--- config.mk ---
export PLATFORM = sky130hd
export DESIGN_NAME = acc_share_ctrl
export DESIGN_NICKNAME = d
export VERILOG_FILES = /design/src/rtl/acc_ctrl_pkg.sv /design/src/rtl/acc_share_ctrl_rr_arbiter.sv /design/src/rtl/acc_share_ctrl.sv
export SDC_FILE = /design/constraint.sdc
export NUM_CORES = 1
export LEC_CHECK = 0
export CAP_MARGIN = 15
export CORE_UTILIZATION = 25
export DETAILED_ROUTE_END_ITERATION = 8
export SYNTH_ARGS = -nofsm -noshare
export SYNTH_HDL_FRONTEND = slang
export SYNTH_SLANG_ARGS = --single-unit
--- constraint.sdc ---
create_clock -name i_clk -period 4.6 [get_ports i_clk]
set_clock_uncertainty 0.15 [all_clocks]
set_input_delay 0.92 -clock i_clk [delete_from_list [all_inputs] [get_ports i_clk]]
set_output_delay 0.92 -clock i_clk [all_outputs]
set_load 0.1 [all_outputs]
--- src/rtl/acc_ctrl_pkg.sv ---
// Shared types and helpers for the accumulator-sharing scheduler.
// Holds the FSM encoding, default widths and the width helpers.
package acc_ctrl_pkg;

  localparam int DW_DEF = 8;
  localparam int AW_DEF = 12;

  typedef enum logic [2:0] {
    S_IDLE   = 3'd0,
    S_CLR    = 3'd1,
    S_RUN    = 3'd2,
    S_DRAIN1 = 3'd3,
    S_DRAIN2 = 3'd4,
    S_DONE   = 3'd5
  } state_e;

  function automatic int clog2(input int v);
    int r;
    int t;
    r = 0;
    t = v - 1;
    while (t > 0) begin
      r++;
      t = t >> 1;
    end
    return r;
  endfunction

  // Index width that never collapses to zero bits.
  function automatic int idx_w(input int v);
    int r;
    r = clog2(v);
    return (r < 1) ? 1 : r;
  endfunction

endpackage

--- src/rtl/acc_share_ctrl_rr_arbiter.sv ---
// Combinational round-robin pick: first set request at or above ptr,
// wrapping modulo N_REQ. The pointer register lives in the caller.
module rr_arbiter
  import acc_ctrl_pkg::*;
#(
  parameter  int N_REQ = 2,
  localparam int IW    = idx_w(N_REQ)
) (
  input  logic [N_REQ-1:0] i_req,
  input  logic [IW-1:0]    i_ptr,
  output logic [N_REQ-1:0] o_gnt,
  output logic [IW-1:0]    o_idx,
  output logic             o_any
);

  logic [IW:0] p;

  always_comb begin
    o_idx = '0;
    o_any = 1'b0;
    p     = '0;
    for (int i = 0; i < N_REQ; i++) begin
      p = {1'b0, i_ptr} + (IW+1)'(i);
      if (p >= (IW+1)'(N_REQ)) begin
        p = p - (IW+1)'(N_REQ);
      end
      if (!o_any && i_req[p[IW-1:0]]) begin
        o_any = 1'b1;
        o_idx = p[IW-1:0];
      end
    end
  end

  always_comb begin
    o_gnt = '0;
    if (o_any) begin
      o_gnt = N_REQ'(1) << o_idx;
    end
  end

endmodule

--- src/rtl/acc_share_ctrl.sv ---
// Time-shares one external accumulator between N_REQ sample sources,
// one frame of FRAME_LEN samples per grant, round-robin.
module acc_share_ctrl
  import acc_ctrl_pkg::*;
#(
  parameter  int N_REQ     = 2,
  parameter  int DW        = DW_DEF,
  parameter  int AW        = AW_DEF,
  parameter  int FRAME_LEN = 8,
  localparam int IW        = idx_w(N_REQ),
  localparam int CW        = idx_w(FRAME_LEN)
) (
  input  logic                  i_clk,
  input  logic                  i_rst,
  input  logic [N_REQ-1:0]      i_req_valid,
  input  logic [N_REQ*DW-1:0]   i_req_x,
  output logic [N_REQ-1:0]      o_req_ready,
  output logic                  o_acc_clr,
  output logic                  o_acc_valid,
  output logic [DW-1:0]         o_acc_x,
  input  logic [AW-1:0]         i_acc,
  output logic                  o_res_valid,
  output logic [AW-1:0]         o_res_data,
  output logic [IW-1:0]         o_res_id,
  input  logic                  i_res_ready,
  output logic                  o_busy
);

  localparam logic [CW-1:0] LAST = CW'(FRAME_LEN - 1);
  localparam logic [IW-1:0] TOP  = IW'(N_REQ - 1);

  state_e            state_q, state_d;
  logic [IW-1:0]     gnt_q, gnt_d;
  logic [N_REQ-1:0]  gnt_oh_q, gnt_oh_d;
  logic [IW-1:0]     ptr_q, ptr_d;
  logic [CW-1:0]     cnt_q, cnt_d;
  logic [DW-1:0]     acc_x_q, acc_x_d;
  logic              acc_vld_q, acc_vld_d;
  logic [AW-1:0]     res_data_q, res_data_d;
  logic [IW-1:0]     res_id_q, res_id_d;

  logic [N_REQ-1:0]  arb_gnt;
  logic [IW-1:0]     arb_idx;
  logic              arb_any;
  logic [DW-1:0]     g_x;
  logic              g_v;

  rr_arbiter #(
    .N_REQ (N_REQ)
  ) u_arb (
    .i_req (i_req_valid),
    .i_ptr (ptr_q),
    .o_gnt (arb_gnt),
    .o_idx (arb_idx),
    .o_any (arb_any)
  );

  // Sample/valid of the currently granted requester.
  always_comb begin
    g_x = '0;
    g_v = 1'b0;
    for (int r = 0; r < N_REQ; r++) begin
      if (gnt_q == IW'(r)) begin
        g_x = i_req_x[r*DW +: DW];
        g_v = i_req_valid[r];
      end
    end
  end

  always_comb begin
    state_d     = state_q;
    gnt_d       = gnt_q;
    gnt_oh_d    = gnt_oh_q;
    ptr_d       = ptr_q;
    cnt_d       = cnt_q;
    acc_x_d     = acc_x_q;
    acc_vld_d   = 1'b0;
    res_data_d  = res_data_q;
    res_id_d    = res_id_q;
    o_req_ready = '0;
    o_acc_clr   = 1'b0;
    unique case (state_q)
      S_IDLE: begin
        if (arb_any) begin
          gnt_d    = arb_idx;
          gnt_oh_d = arb_gnt;
          state_d  = S_CLR;
        end
      end
      S_CLR: begin
        o_acc_clr = 1'b1;
        cnt_d     = '0;
        state_d   = S_RUN;
      end
      S_RUN: begin
        o_req_ready = gnt_oh_q;
        if (g_v) begin
          acc_x_d   = g_x;
          acc_vld_d = 1'b1;
          cnt_d     = cnt_q + 1'b1;
          if (cnt_q == LAST) begin
            state_d = S_DRAIN1;
          end
        end
      end
      S_DRAIN1: begin
        state_d = S_DRAIN2;
      end
      S_DRAIN2: begin
        res_data_d = i_acc;
        res_id_d   = gnt_q;
        state_d    = S_DONE;
      end
      S_DONE: begin
        if (i_res_ready) begin
          ptr_d   = (gnt_q == TOP) ? '0 : gnt_q + 1'b1;
          state_d = S_IDLE;
        end
      end
      default: begin
        state_d = S_IDLE;
      end
    endcase
  end

  always_ff @(posedge i_clk) begin
    if (i_rst) begin
      state_q    <= S_IDLE;
      gnt_q      <= '0;
      gnt_oh_q   <= '0;
      ptr_q      <= '0;
      cnt_q      <= '0;
      acc_x_q    <= '0;
      acc_vld_q  <= 1'b0;
      res_data_q <= '0;
      res_id_q   <= '0;
    end else begin
      state_q    <= state_d;
      gnt_q      <= gnt_d;
      gnt_oh_q   <= gnt_oh_d;
      ptr_q      <= ptr_d;
      cnt_q      <= cnt_d;
      acc_x_q    <= acc_x_d;
      acc_vld_q  <= acc_vld_d;
      res_data_q <= res_data_d;
      res_id_q   <= res_id_d;
    end
  end

  assign o_acc_valid = acc_vld_q;
  assign o_acc_x     = acc_x_q;
  assign o_res_valid = (state_q == S_DONE);
  assign o_res_data  = res_data_q;
  assign o_res_id    = res_id_q;
  assign o_busy      = (state_q != S_IDLE);

endmodule

==> results.toml <==
[outcome]
outcome = "completed"

[clocking]
cts_setup_buffers = 0
cts.sinks = 31
clk_pin_slew_ns = 0.06
htree_levels = 2
post_cts_resized = 0
cts_root_buffer = "clkbuf_8"
clock_path_buffers = 2
hold_buffers = 0
cts_made_buffers = 5
clk_latency_ns = 0.28
cts_tree = "done"

[setup_path]
cp-start-kind = "flip-flop"
arrival_ns = 2.60
critical-path-top-delay-family = "buffers and inverters"
setup.worst_path.class = "reg -> out"
crit_buf_inv = 2
critPathCapture = "o_acc_clr"
rr_worst_depth = 3
path_max_fanout = 13
critical_path.slowest_cell = "clkdlybuf4s50_1"
r2r_end = "o_acc_x[2]$_SDFFE_PP0P_"
r2r-start = "state_q[1]$_SDFFE_PP0P_"
setup.worst_path.start = "state_q[0]$_SDFFE_PP0P_"
path_cells = "or3b_2 -> inv_1 -> clkdlybuf4s50_1"
cp_num_cells = 3
regToRegSetupSlack_ns = 2.65
endpoint_kind = "output pin"
crit_required_ns = 3.53
cpPeakStageDelay_ns = 1.13

[global_routing]
overflow = 0
grt_antenna_before_repair = 0
grt_max_degree = 32
first_global_vias = 1054
grt_pass1_wl_um = 4947
grt_usage_pct = 11.80

[die]
num_io_pins = 60
start_util_pct = 26.17
die_h_um = 75.35
fp-row-count = 26
die_w_um = 75.35
core_area_um2 = 5140
die_area_um2 = 5678

[min_path]
min_path_type = "reg -> reg"

[timing]
whs_ns = 0.3010
tightest_slew_ns = 1.165
finalSetupTns_ns = 0
hold_viol_final = 0
grt_setup_unrepaired = "false"
fmax_mhz = 272.8
setup_viol = 0
drv_slew = 0
fin_crit_sh_pct = 79.68
slew_headroom_pct = 22.09
post-route-min-period_ns = 3.665

[cells_and_area]
finalNonFillerCells = 282
n_fill_cell = 571
n_antenna_cell = 0
fin_area_um2 = 2061
nets = 246
area_growth_pct = 53.21
drive_above_1_share_pct = 6.132
fin_util_pct = 40.09

[route]
vias = 1249
post_drt_wl_per_cell_um = 11.43
wl_um = 3224
dr.pass1.iters = 4
vias_per_cell = 4.429
ant_nets = 0
drcViolationCount = 0
drt-initial-drc-count = 73

[logic_synthesis]
ys.flop_type = "dfxtp_1"
ys_async_sr_fraction_pct = 0
synth_edf_count = 0
yosysMostFrequentCell = "dfxtp_1"
synth_seq_cells = 31
yosysUniqueCellTypes = 28
yosysSeqAreaShare_pct = 46.14
synthCells = 156
synth.top_cell.area_share_pct = 46.14
syn_nets = 191
netlist_area_um2 = 1345
synth_common_cells = "dfxtp_1, nand2_1, a21oi_1, mux2i_1, a211oi_1"
yosys_warnings = 0
avgSynthCellArea_um2 = 8.622
synth_area_leader_cell = "dfxtp_1"
ys_top_cells_by_area = "dfxtp_1, a21oi_1, nand2_1"

[flow_run]
drv_cap = 0

[power_and_ir_drop]
irDropWorstVdd_mv = 0.1530
powerDensity_nw_per_um2 = 452.1
leakage_nw = 0.7051

[placement]
place_inst = 274
io_buffers = 59
placed_area_um2 = 1979
place_congestion = 0.7514
hpwl_um = 2223
## routing by layer
layer	vias up	GRT usage, %	part of all wire (%)
li1	653	-	-
met1	540	14.02	46
met2	50	18.45	44
met3	6	6.217	9.5
met4	0	3.704	0.84
met5	-	0	0
## cell type report
type	count	area, µm²	area share (%)
clock buffers	7	76.32	3.704
clock inverters	1	5.005	0.2429
inverters	3	11.26	0.5464
multi-input cells	110	664.4	32.24
flip-flops and latches	31	620.6	30.12
well taps	70	87.58	4.250
repair buffers	60	595.6	28.90
## placed cells by master, fill, tap and decap left out, drive strengths merged
master	synthesis	routed
a21o	2	2
nand3b	2	2
xnor2	1	1
or3	1	1
nor3	3	3
nand3	5	5
nand2b	2	2
buf	6	2
mux2i	10	10
and2	1	1
clkbuf	6	7
a21bo	1	1
inv	3	3
nand4b	1	1
and3b	1	1
a211oi	8	8
clkinv	0	1
o211ai	3	3
mux2	1	1
nor3b	2	2
a21oi	27	27
ha	2	2
nand2	28	28
dfxtp	31	31
or3b	3	3
clkdlybuf4s50	0	58
a221oi	1	1
nor2	5	5
## sequential cells by signal, indices dropped and copies added (netlist names)
| signal | cells |
|---|---|
| cnt_q | 3 |
| gnt_q | 1 |
| o_acc_valid | 1 |
| o_res_data | 12 |
| state_q | 3 |
| ptr_q | 1 |
| o_acc_x | 8 |
| gnt_oh_q | 1 |
| o_res_id | 1 |
## per-stage QoR
step	setup WS, ns	power (mW)
detailed placement	1.236	0.7369
floorplan	1.468	0.6354
global route	0.8309	0.9802
CTS	0.9198	0.9407
global placement	1.262	0.7352
finish	0.9346	0.9316
## logic make-up (layout without fill, tap and decap cells)
logic type      count (synthesis)  count (layout)  synth area share (%)
compound gates                 42              42                 18.70
xor+xnor                        1               1                0.6513
fa+ha+maj                       2               2                 1.860
buf+inv                        15              71                 4.837
flops                          31              31                 46.14
mux                            11              11                 8.279
simple gates                   54              54                 19.53
## where the power goes
part | internal (mW) | switching, mW | leakage (nW) | total (mW)
clock network | 0.106 | 0.0957 | 0.0422 | 0.202
registers | 0.297 | 0.0376 | 0.251 | 0.335
logic | 0.121 | 0.273 | 0.412 | 0.395
total | 0.525 | 0.407 | 0.705 | 0.932
## tightest hold or removal path: stages (launching register included)
cell	delay [ns]
dfxtp_1	0.30
nand2_1	0.05
a21oi_1	0.05
## worst min path at each step
| stage | slack [ns] | endpoint | from | cells past startpoint |
|---|---|---|---|---|
| 4_1_cts | 0.30 | o_res_data[1]$_SDFFE_PP0N_ | o_res_data[1]$_SDFFE_PP0N_ | 2 |
| 3_5_place_dp | 0.30 | o_res_data[1]$_SDFFE_PP0N_ | o_res_data[1]$_SDFFE_PP0N_ | 2 |
| 6_report | 0.30 | o_res_data[1]$_SDFFE_PP0N_ | o_res_data[1]$_SDFFE_PP0N_ | 2 |
| 3_3_place_gp | 0.29 | o_res_data[5]$_SDFFE_PP0N_ | o_res_data[5]$_SDFFE_PP0N_ | 2 |
| 5_1_grt | 0.32 | o_res_data[1]$_SDFFE_PP0N_ | o_res_data[1]$_SDFFE_PP0N_ | 2 |
| 2_1_floorplan | 0.33 | ptr_q$_SDFFE_PP0P_ | ptr_q$_SDFFE_PP0P_ | 2 |
No activity file was read; power rests on OpenSTA's default activity.
